### src/rtl/alu_pkg.sv
// Shared op codes, FSM state encoding and op width for the multi-cycle ALU.
package alu_pkg;

   localparam int unsigned OP_W = 4;

   localparam logic [OP_W-1:0] OP_XOR   = 4'b0000;
   localparam logic [OP_W-1:0] OP_XNOR  = 4'b0001;
   localparam logic [OP_W-1:0] OP_ADD   = 4'b0010;
   localparam logic [OP_W-1:0] OP_SUB   = 4'b0011;
   localparam logic [OP_W-1:0] OP_OR    = 4'b0100;
   localparam logic [OP_W-1:0] OP_NOR   = 4'b0101;
   localparam logic [OP_W-1:0] OP_AND   = 4'b0110;
   localparam logic [OP_W-1:0] OP_MULTU = 4'b1000;
   localparam logic [OP_W-1:0] OP_SLT   = 4'b1001;
   localparam logic [OP_W-1:0] OP_SLTU  = 4'b1010;

   typedef enum logic [1:0] {
      StIdle = 2'd0,
      StMul  = 2'd1,
      StDone = 2'd2
   } state_t;

endpackage

### src/rtl/alu_comb.sv
// Single-cycle datapath: logic ops, add/subtract with carry/overflow, and set-less-than.
module alu_comb
   import alu_pkg::*;
#(
   parameter int unsigned WIDTH = 32
) (
   input  logic [WIDTH-1:0] a,
   input  logic [WIDTH-1:0] b,
   input  logic [OP_W-1:0]  op,
   input  logic             cin,
   output logic [WIDTH-1:0] result,
   output logic             cout,
   output logic             v
);

   logic             inv_b;
   logic             c_in;
   logic [WIDTH-1:0] b_eff;
   logic [WIDTH-1:0] gen;
   logic [WIDTH-1:0] prop;
   logic [WIDTH-1:0] sum;
   logic [WIDTH:0]   carry;

   // Generate/propagate carry chain; compares force a true subtract regardless of cin.
   always_comb begin
      inv_b = (op == OP_SUB) || (op == OP_SLT) || (op == OP_SLTU);
      c_in  = ((op == OP_SLT) || (op == OP_SLTU)) ? 1'b1 : cin;
      b_eff = inv_b ? ~b : b;
      gen   = a & b_eff;
      prop  = a ^ b_eff;
      carry = '0;
      carry[0] = c_in;
      for (int i = 0; i < WIDTH; i++) begin
         carry[i+1] = gen[i] | (prop[i] & carry[i]);
      end
      sum = prop ^ carry[WIDTH-1:0];
   end

   always_comb begin
      result = '0;
      cout   = 1'b0;
      v      = 1'b0;
      case (op)
         OP_XOR:  result = a ^ b;
         OP_XNOR: result = ~(a ^ b);
         OP_OR:   result = a | b;
         OP_NOR:  result = ~(a | b);
         OP_AND:  result = a & b;
         OP_ADD, OP_SUB: begin
            result = sum;
            cout   = carry[WIDTH];
            v      = carry[WIDTH] ^ carry[WIDTH-1];
         end
         OP_SLT:  result[0] = sum[WIDTH-1] ^ carry[WIDTH] ^ carry[WIDTH-1];
         OP_SLTU: result[0] = ~carry[WIDTH];
         default: ;
      endcase
   end

endmodule

### src/rtl/alu_mc.sv
// Multi-cycle ALU: handshaked front end, registered results, iterative unsigned multiply.
module alu_mc
   import alu_pkg::*;
#(
   parameter int unsigned WIDTH  = 32,
   parameter bit          MUL_EN = 1'b1
) (
   input  logic             clk,
   input  logic             rst_n,
   input  logic             in_valid,
   output logic             in_ready,
   input  logic [WIDTH-1:0] a,
   input  logic [WIDTH-1:0] b,
   input  logic [OP_W-1:0]  op,
   input  logic             cin,
   output logic             out_valid,
   input  logic             out_ready,
   output logic [WIDTH-1:0] result,
   output logic [WIDTH-1:0] result_hi,
   output logic             cout,
   output logic             v,
   output logic             busy
);

   localparam int unsigned CNT_W = $clog2(WIDTH + 1);

   state_t             state_q;
   logic [CNT_W-1:0]   cnt_q;
   logic [2*WIDTH:0]   acc_q;
   logic [WIDTH-1:0]   mcand_q;

   logic [WIDTH-1:0]   comb_result;
   logic               comb_cout;
   logic               comb_v;
   logic               accept;
   logic               is_mul;
   logic [WIDTH:0]     upper;
   logic [2*WIDTH:0]   acc_step;

   alu_comb #(
      .WIDTH(WIDTH)
   ) u_comb (
      .a      (a),
      .b      (b),
      .op     (op),
      .cin    (cin),
      .result (comb_result),
      .cout   (comb_cout),
      .v      (comb_v)
   );

   assign in_ready = (state_q != StMul) && (!out_valid || out_ready);

   // One shift-add step: conditional add into the upper half, then shift the carry down.
   always_comb begin
      accept   = in_valid && in_ready;
      is_mul   = MUL_EN && (op == OP_MULTU);
      upper    = acc_q[2*WIDTH:WIDTH] + {1'b0, (acc_q[0] ? mcand_q : {WIDTH{1'b0}})};
      acc_step = {1'b0, upper, acc_q[WIDTH-1:1]};
   end

   always_ff @(posedge clk or negedge rst_n) begin
      if (!rst_n) begin
         state_q   <= StIdle;
         cnt_q     <= '0;
         acc_q     <= '0;
         mcand_q   <= '0;
         out_valid <= 1'b0;
         result    <= '0;
         result_hi <= '0;
         cout      <= 1'b0;
         v         <= 1'b0;
         busy      <= 1'b0;
      end else begin
         unique case (state_q)
            StIdle, StDone: begin
               if (accept) begin
                  if (is_mul) begin
                     state_q   <= StMul;
                     acc_q     <= {1'b0, {WIDTH{1'b0}}, b};
                     mcand_q   <= a;
                     cnt_q     <= CNT_W'(WIDTH);
                     out_valid <= 1'b0;
                     busy      <= 1'b1;
                  end else begin
                     state_q   <= StDone;
                     result    <= comb_result;
                     result_hi <= '0;
                     cout      <= comb_cout;
                     v         <= comb_v;
                     out_valid <= 1'b1;
                  end
               end else if ((state_q == StDone) && out_ready) begin
                  state_q   <= StIdle;
                  out_valid <= 1'b0;
               end
            end
            StMul: begin
               acc_q <= acc_step;
               cnt_q <= cnt_q - CNT_W'(1);
               if (cnt_q == CNT_W'(1)) begin
                  state_q   <= StDone;
                  result    <= acc_step[WIDTH-1:0];
                  result_hi <= acc_step[2*WIDTH-1:WIDTH];
                  cout      <= 1'b0;
                  v         <= 1'b0;
                  out_valid <= 1'b1;
                  busy      <= 1'b0;
               end
            end
            default: state_q <= StIdle;
         endcase
      end
   end

endmodule

### config.mk
export PLATFORM = sky130hd
export DESIGN_NAME = alu_mc
export DESIGN_NICKNAME = d
export VERILOG_FILES = /design/src/rtl/alu_pkg.sv /design/src/rtl/alu_comb.sv /design/src/rtl/alu_mc.sv
export SDC_FILE = /design/constraint.sdc
export NUM_CORES = 1
export LEC_CHECK = 0
export ABC_AREA = 1
export CORE_MARGIN = 5
export CORE_UTILIZATION = 52
export CTS_BUF_LIST = sky130_fd_sc_hd__clkbuf_16
export DETAILED_ROUTE_END_ITERATION = 8
export PLACE_DENSITY = 0.77
export SETUP_SLACK_MARGIN = 0.2
export SLEW_MARGIN = 15
export SYNTH_ARGS = -nofsm -noshare
export SYNTH_HDL_FRONTEND = slang
export SYNTH_SLANG_ARGS = --single-unit
### constraint.sdc
create_clock -name clk -period 2.4 [get_ports clk]
set_input_delay 0.72 -clock clk [delete_from_list [all_inputs] [get_ports clk]]
set_output_delay 0.72 -clock clk [all_outputs]
set_load 0.05 [all_outputs]
Word-level counts from Yosys, hierarchy flattened
Cells that the tools add are included.
{ "totals": {"reg_bits": 173, "inputBits": 73, "out_inout_bits": 69, "word_cells": 167} }
{ "classes": {"addsub": 2, "n_eq_ne": 18, "n_mux": 41, "bitwise": 77, "reduce_logical": 19} }
{ "op_table": {"columns": ["cell", "n"], "rows": [
  ["two-way mux 32 bit", 8],
  ["case mux 31 bit (6 select lines)", 1],
  ["two-way mux 65 bit", 2],
  ["case mux 65 bit (2 select lines)", 1],
  ["case mux 32 bit (2 select lines)", 2],
  ["inverter 32 bit", 3],
  ["XOR 32 bit", 3],
  ["AND 32 bit", 2],
  ["adder 33 x 32 -> 33 bit", 1],
  ["AND 1 bit", 32],
  ["OR 1 bit", 32],
  ["OR 32 bit", 1],
  ["two-way mux 1 bit", 14],
  ["== test 4 x 3 -> 1 bit (second input constant)", 3],
  ["== test 4 bit (second input constant)", 3],
  ["two-way mux 6 bit", 2],
  ["case mux 6 bit (2 select lines)", 1],
  ["AND reduction 3 bit", 3],
  ["== test 4 x 2 -> 1 bit (second input constant)", 2],
  ["two-way mux 2 bit", 4],
  ["!= test 2 bit (second input constant)", 4],
  ["case mux 1 bit (2 select lines)", 4],
  ["case mux 1 bit (8 select lines)", 1],
  ["AND reduction 4 bit", 2],
  ["other kinds (18)", 26]
]} }

Logic depth before layout (Yosys ltp)
Gate-level depths: netlist of run 1.
{ "depth": {"word_depth": 75, "ltp_mapped": 46, "mapped_depth_nobuf": 45} }

Hierarchy
From an unflattened synthesis of run 1, not the netlist that was laid out.
{ "hier_totals": {"hier_cells": 2011, "area_unflattened_um2": 13867.0} }
{ "modules_own_cells": {"columns": ["module", "n_inst", "cells_per_inst", "area_per_inst_um2", "seq_area_each_um2"], "rows": [
  ["alu_mc", 1, 1290, 9651.8, 4304.1],
  ["alu_comb", 1, 721, 4215.3, 0.0]
]} }

Worst setup path before layout of run 1
No wires, ideal clock.
{ "synth_timing": {"path_kind": "input to register", "from": "input op[3]", "to": "register result[31]", "setup_ns": 0.082, "t_arrival_ns": 15.443, "t_required_ns": 2.318, "slack_ns": -13.125, "cell_stages": 45, "path_buffers": 1, "cell_sequence": "nor2_1 nand2_1 inv_1 nand2_1 nand3_1 buf_4 xor2_1 fa_1 fa_1 fa_1 fa_1 fa_1 fa_1 fa_1 fa_1 fa_1 fa_1 fa_1 (+9 left out) fa_1 fa_1 fa_1 fa_1 fa_1 fa_1 fa_1 fa_1 fa_1 fa_1 inv_1 fa_1 fa_1 o21ai_0 nor2_1 o211ai_1 nand2_1 a31oi_1"} }
{ "synth_via": {"elab_chain_len": 72, "word_cells_on_any_way": 87, "cone_classes": "eq/ne: 10; mux: 6; bitwise: 65; reduce/logical: 6"} }
{ "synth_rtl": {"columns": ["element", "line_no", "text"], "rows": [
  ["start, declared", "alu_mc.sv:14", "input logic [OP_W-1:0] op,"],
  ["== test 4 x 2 -> 1 bit or == test 4 bit (tied branches)", "alu_comb.sv:26, alu_comb.sv:43, alu_comb.sv:27", null],
  ["logical OR 1 bit (2 in a row)", "alu_comb.sv:26", "inv_b = (op == OP_SUB) || (op == OP_SLT) || (op == OP_SLTU);"],
  ["two-way mux 32 bit", "alu_comb.sv:28", "b_eff = inv_b ? ~b : b;"],
  ["XOR 32 bit", "alu_comb.sv:30", "prop = a ^ b_eff;"],
  ["AND 1 bit", "alu_comb.sv:34", "carry[i+1] = gen[i] | (prop[i] & carry[i]);"],
  ["OR 1 bit", "alu_comb.sv:34", null],
  ["AND 1 bit", "alu_comb.sv:34", null],
  ["OR 1 bit", "alu_comb.sv:34", null],
  ["(+55 left out)", null, null],
  ["OR 1 bit", "alu_comb.sv:34", null],
  ["AND 1 bit", "alu_comb.sv:34", null],
  ["OR 1 bit", "alu_comb.sv:34", null],
  ["XOR 32 bit", "alu_comb.sv:36", "sum = prop ^ carry[WIDTH-1:0];"],
  ["case mux 31 bit (6 select lines)", "alu_comb.sv:43", "case (op)"],
  ["two-way mux 32 bit", "alu_mc.sv:78", "if (is_mul) begin"],
  ["two-way mux 32 bit", "alu_mc.sv:77", "if (accept) begin"],
  ["case mux 32 bit (2 select lines)", "alu_mc.sv:75", "unique case (state_q)"],
  ["end signal, assigned", "alu_mc.sv:87", "result <= comb_result;"],
  ["end signal, assigned", "alu_mc.sv:103", "result <= acc_step[WIDTH-1:0];"],
  ["end, declared", "alu_mc.sv:18", "output logic [WIDTH-1:0] result,"]
]} }
Several ways; a longest one is shown, not always the timed one. The select of a mux whose other input is x is not followed.
A chain may end at the register's enable or synchronous reset.

Final worst setup path of run 1
{ "layout_timing": {"from": "input op[2]", "to": "register result[31]"} }
The elaborated chain is that of the path after synthesis.

==> reports/metrics.csv, run 1 <==
metric,value,unit
stdcell_count,2451,
synth.avg_cell_area,7.16,um^2
path_class,in2reg,
layout_min_cycle_time,13.63,ns
cts_tree,done,
gp_congestion,0.932,
skew,0.0121,ns
dieArea,0.0279,mm^2
grt_setup_unrepaired,true,
crit_start,op[2],
cp_slowest_stage_delay,0.41,ns
slew_headroom,58.2,%
critPathBufInv,3,
cap_viol_max_count,0,
timing.rr.start,acc_q[0]$_DFFE_PN0P_,
r2r_end,result_hi[21]$_DFFE_PN0P_,
rows,57,
synth_warnings,0,
die_h,167,um
critPathCapture,result[31]$_DFFE_PN0P_,
crit_cells,45,
critPathMaxFanout,3,
cts_buffers,17,
synth_async_sr_flop_share,100,%
fp.dieW,167,um
cts.htree.levels,4,
cts-root-buf,clkbuf_16,
worstMarginPinSlew,0.628,ns
grt_pass1_vias,13700,
crit_path_frequent_cell,fa_2,
rrSetupSlack,-0.05,ns
hold_viol,0,
place_ws,-12.15,ns
path_clk_slew,0.07,ns
synthCells,1793,
setup_viol,36,
p_sw_share,45.3,%
wl,50500,um
clkPwrFrac,17.8,%
drt_iter0_drc,1595,
grt_max_degree,109,
initial_core_util,52.8,%
clock_latency,0.45,ns
wl_per_cell,20.6,um
core_area,0.0243,mm^2
outcome,finished with violations,
p_leak,9.86,nW
pwr-share-comb,54.2,%
final_util,78.1,%
reg2reg_depth,15,
p_sw,7.70,mW
grtUsageTotal,29.7,%
synth_cell_types,35,
syn_to_final_growth,48.0,%
route.antenna.remaining_nets,0,
synth-seq-cells,172,
cp-start-kind,primary input,
seq_power_share,27.9,%
route.vias.total,14700,
slowest_stage,fa_2,
cts.sinks,172,
hp-class,in2async,
post-route-period-util,568,%
p_int,9.31,mW
viasPerCell,5.98,
crit_arrival,13.99,ns
setup_slack,-11.23,ns
grt_pass1_wl,68200,um
drive_above_1_share,32.3,%
dp_hpwl,28400,um
drc,0,
clk_path_buf_depth,2,
peakVddDrop,0.000518,V
antenna_found_initial,2,
max_freq,73.4,MHz
netlist_area,0.0128,mm^2
diodes,0,
ys_seq_area_share,33.5,%
violations,negative setup slack,
io_buffers,141,
synth-edff-count,0,
syn_nets,1998,
cp_data_required_time,2.76,ns
worst_setup_path_end_kind,flop,
cts-hold-fix-buffers,0,
slew_viol_final,0,
cp_top_family,adder cells,
p_per_area,895,mW/mm^2
synth_top_flop_cell,dfrtp_1,
pin_count,142,
drt_pre_antenna_iters,9,
final_nets,2320,
dp.cells,2339,
gr-total-overflow,0,
## kinds of logic (layout without fill, tap and decap cells)
kind of cell,after synthesis,in the layout,synth area share (%)
and+or+nand+nor,912,912,29.6
DFF,172,172,33.5
xor gates and xnor gates,32,32,2.18
adders and majority gates,132,132,14.9
buffers and inverters,313,647,9.52
AOI/OAI and AO/OA,232,232,10.3
## power by group through the flow
stage	Combinational, mW	Sequential [mW]	Clock [mW]
floorplan	3.39	5.24	0
global placement	6.18	4.58	0
detailed placement	6.35	4.59	0
CTS	6.59	4.60	3.00
global route	9.78	4.85	3.16
finish	9.22	4.75	3.04
## worst min-delay path by stage
stage                                    from                         to  slack, ns  cells after the start
finish                                  rst_n      acc_q[40]$_DFFE_PN0P_       0.24                      1
global route                            rst_n      acc_q[40]$_DFFE_PN0P_       0.26                      1
CTS                                     rst_n   result_hi[8]$_DFFE_PN0P_       0.25                      1
detailed placement  result_hi[31]$_DFFE_PN0P_  result_hi[31]$_DFFE_PN0P_       0.47                      2
global placement    result_hi[20]$_DFFE_PN0P_  result_hi[20]$_DFFE_PN0P_       0.46                      2
floorplan                               rst_n       acc_q[0]$_DFFE_PN0P_       0.42                      0
## synthesized netlist by cell type, types with 9 or more instances
| master | count | area (um^2) |
|---|---|---|
| a21oi_1 | 26 | 130 |
| a31oi_1 | 31 | 194 |
| buf_1 | 10 | 37.5 |
| buf_2 | 23 | 115 |
| clkbuf_1 | 44 | 165 |
| dfrtp_1 | 172 | 4300 |
| fa_1 | 34 | 681 |
| ha_1 | 98 | 1230 |
| inv_1 | 226 | 848 |
| nand2_1 | 531 | 1990 |
| nand3_1 | 218 | 1090 |
| nand4_1 | 17 | 106 |
| nor2_1 | 122 | 458 |
| o211ai_1 | 33 | 248 |
| o21ai_0 | 120 | 601 |
| o21ai_1 | 9 | 45.0 |
| or2_2 | 10 | 62.6 |
| xor2_1 | 32 | 280 |
## stage by stage
| stage | TNS, ns | cell area (um^2) | hold slack, ns | power, mW |
|---|---|---|---|---|
| final | -238.17 | 19000 | 0.235 | 17.0 |
| after global routing | -245.60 | 19000 | 0.263 | 17.8 |
| after detailed placement | -290.63 | 15900 | 0.466 | 10.9 |
| after global placement | -276.49 | 15900 | 0.464 | 10.8 |
| after floorplan | -212.91 | 13000 | 0.424 | 8.63 |
| after CTS | -228.35 | 17200 | 0.253 | 14.2 |
## metal layers
metal	track usage (%)	up-vias	part of all wire (%)
met2	49.2	1082	48
met1	39.3	6870	36
met3	4.67	282	10
li1	-	6416	-
met4	12.0	2	6.2
met5	0	-	0.026
## what timing repair did
item,CTS,global route
resized for setup,167,430
pin swaps,22,162
endpoints found under the hold margin,0,0
buffers inserted,47,29
setup endpoints to repair,235,84
cloned,2,3
## placed cells by master, fill, tap and decap left out, drive strengths merged, types with 33 or more instances in the layout
master         synthesis  routed
o211ai                33      33
buf                   38     249
o21ai                129     129
clkdlybuf4s50          0      64
nor2                 123     123
fa                    34      34
nand3                218     218
dfrtp                172     172
nand2                531     531
ha                    98      98
inv                  231     234
dlygate4sd2            0      70
## registers in the layout, indices dropped and copies added (netlist names)
| signal | cells |
|---|---|
| acc_q | 64 |
| mcand_q | 32 |
| result | 32 |
| result_hi | 32 |
| cnt_q | 6 |
| state_q | 2 |
| busy | 1 |
| cout | 1 |
| out_valid | 1 |
| v | 1 |
## cell type report
class	instances	area (um^2)
fill	1498	5320
inverter	231	885
clock inverter	14	193
tap	324	405
sequential	172	4310
multi-input combinational	1308	9200
clock buffer	17	425
timing repair buffer	385	3590
No activity file was read; power rests on OpenSTA's default activity.
==> inputs of run 2 (changes only) <==
--- a/config.mk
+++ b/config.mk
@@ -10,6 +10,7 @@
 export CORE_UTILIZATION = 52
 export CTS_BUF_LIST = sky130_fd_sc_hd__clkbuf_16
 export DETAILED_ROUTE_END_ITERATION = 8
+export GPL_ROUTABILITY_DRIVEN = 0
 export PLACE_DENSITY = 0.77
 export SETUP_SLACK_MARGIN = 0.2
 export SLEW_MARGIN = 15
==> reports/metrics.csv, run 2 (synthesis results as in run 1) <==
metric,value,unit,change
outcome,finished with violations,,unchanged
violations,negative setup slack,,unchanged
skew,0.0186,ns,was 0.0121 ns
setup_viol,60,,was 36
cp-start-kind,primary input,,unchanged
tns,-206.16,ns,was -238.17 ns
route.antenna.remaining_nets,0,,unchanged
cts_buffers,17,,unchanged
layout_common_cells,"nand2_1 (355), dfrtp_1 (170), nand3_1 (164), buf_4 (164), inv_1 (158)",,"was nand2_1 (379), buf_4 (200), inv_1 (179)"
slew_headroom,60.9,%,was 58.2%
diodes,0,,unchanged
initial_core_util,52.8,%,unchanged
critPathMaxFanout,2,,was 3
design_area,0.0191,mm^2,was 0.0190 mm^2
cp_slowest_stage_delay,0.42,ns,was 0.41 ns
viasPerCell,6.17,,was 5.98
syn_to_final_growth,48.9,%,was 48.0%
grtUsageTotal,27.8,%,was 29.7%
dieArea,0.0279,mm^2,unchanged
grt_max_degree,109,,unchanged
worstMarginPinSlew,0.586,ns,was 0.628 ns
dpl_cell_area,0.0159,mm^2,about the same
p_per_area,941,mW/mm^2,was 895 mW/mm^2
cap_viol_max_count,0,,unchanged
route.vias.total,15000,,was 14700
clock_latency,0.47,ns,was 0.45 ns
p_leak,9.85,nW,was 9.86 nW
dp.cells,2336,,was 2339
grt_setup_unrepaired,true,,unchanged
largest_reg_flops,64,,unchanged
pin_count,142,,unchanged
cts.htree.levels,4,,unchanged
regMostFlops,acc_q,,unchanged
clk_path_buf_depth,2,,unchanged
hold_viol,0,,unchanged
drive_above_1_share,34.0,%,was 32.3%
max_freq,73.8,MHz,was 73.4 MHz
cts-root-buf,clkbuf_16,,unchanged
place_ws,-12.20,ns,was -12.15 ns
slew_viol_final,0,,unchanged
cts-hold-fix-buffers,0,,unchanged
stdcell_count,2425,,was 2451
drt_pre_antenna_iters,8,,was 9
io_buffers,141,,unchanged
dp_hpwl,28100,um,was 28400 um
cts.sinks,172,,unchanged
antenna_found_initial,0,,was 2
final_nets,2293,,was 2320
post-route-period-util,565,%,was 568%
slowest_stage,fa_1,,was fa_2
drt_iter0_drc,1846,,was 1595
layout_min_cycle_time,13.56,ns,was 13.63 ns
gr-total-overflow,0,,unchanged
peakVddDrop,0.000507,V,was 0.000518 V
final_util,78.6,%,was 78.1%
path_class,in2reg,,unchanged
rows,57,,unchanged
layout_commonest_cell,nand2_1,,unchanged
path_clk_slew,0.07,ns,about the same
worst_setup_path_end_kind,flop,,unchanged
cts_tree,done,,unchanged
wl,52000,um,was 50500 um
finalPower,18.0,mW,was 17.0 mW
wl_per_cell,21.5,um,was 20.6 um
drc,0,,unchanged
crit_arrival,13.93,ns,was 13.99 ns
hp-class,in2async,,unchanged
holdWs,0.225,ns,was 0.235 ns
crit_path_frequent_cell,fa_2,,unchanged
nFillCells,1434,,was 1498
grt_pass1_vias,13300,,was 13700
core_area,0.0243,mm^2,unchanged
die_h,167,um,unchanged
cp_data_required_time,2.78,ns,was 2.76 ns
setup_slack,-11.16,ns,was -11.23 ns
grt_pass1_wl,64300,um,was 68200 um
fp.dieW,167,um,unchanged
## run 2: changes by cell type in the layout (fill, tap and decap cells not counted), sizes merged
cell,change
bufinv,-2
clkinv,-1
inv,+4
buf,-28
clkdlybuf4s15,+1
## run 2: layout make-up
| cell class | instances | area [um^2] | share of cell area [%] |
|---|---|---|---|
| clock inverters | 15 | 178 | 0.929 |
| flip-flops and latches | 172 | 4310 | 22.5 |
| clock buffers | 17 | 425 | 2.22 |
| multi-input cells | 1308 | 9480 | 49.6 |
| inverters | 231 | 903 | 4.72 |
| repair buffers | 358 | 3420 | 17.9 |
| well taps | 324 | 405 | 2.12 |
## run 2: critical path: cells and delay by family
kind	cells	cell delay, ns
adders and majority gates	32	12.01
AOI/OAI and AO/OA	3	0.36
buffers and inverters	4	0.32
xor gates and xnor gates	1	0.15
and+or+nand+nor	5	0.32
## run 2: power breakdown
group          leakage [nW]  internal, mW  switching [mW]  total, mW
sequential             2.18          3.89           0.975       4.86
clock                 0.296          1.57            1.37       2.94
combinational          7.37          4.12            6.08       10.2
total                  9.85          9.58            8.42       18.0
## run 2: timing repair
item                                    CTS  global route
gates resized for setup                 178           515
cloned                                    1             3
pin swaps                                13           192
hold endpoints to repair                  0             0
buffers inserted                         12            41
endpoints found under the setup margin  238            85
## run 2: worst paths after layout
kind / from / to / slack [ns] / depth (start not counted)
min in group clk: result_hi[20]$_DFFE_PN0P_ / result_hi[20]$_DFFE_PN0P_ / 0.47 / 2
setup / recovery: op[1] / result[31]$_DFFE_PN0P_ / -11.16 / 45
hold reg to reg: result_hi[20]$_DFFE_PN0P_ / result_hi[20]$_DFFE_PN0P_ / 0.47 / 2
hold / removal: rst_n / result_hi[9]$_DFFE_PN0P_ / 0.22 / 1
setup reg to reg: acc_q[0]$_DFFE_PN0P_ / result_hi[27]$_DFFE_PN0P_ / -0.24 / 14
max in group asynchronous: rst_n / result[30]$_DFFE_PN0P_ / 1.56 / 2
## run 2: metal layers
layer,vias to the layer above,global-route usage [%],part of all wire (%)
met5,-,0,0
met2,1232,45.5,46
met4,0,10.4,6.5
met3,346,4.50,11
met1,7006,37.4,36
li1,6378,-,-
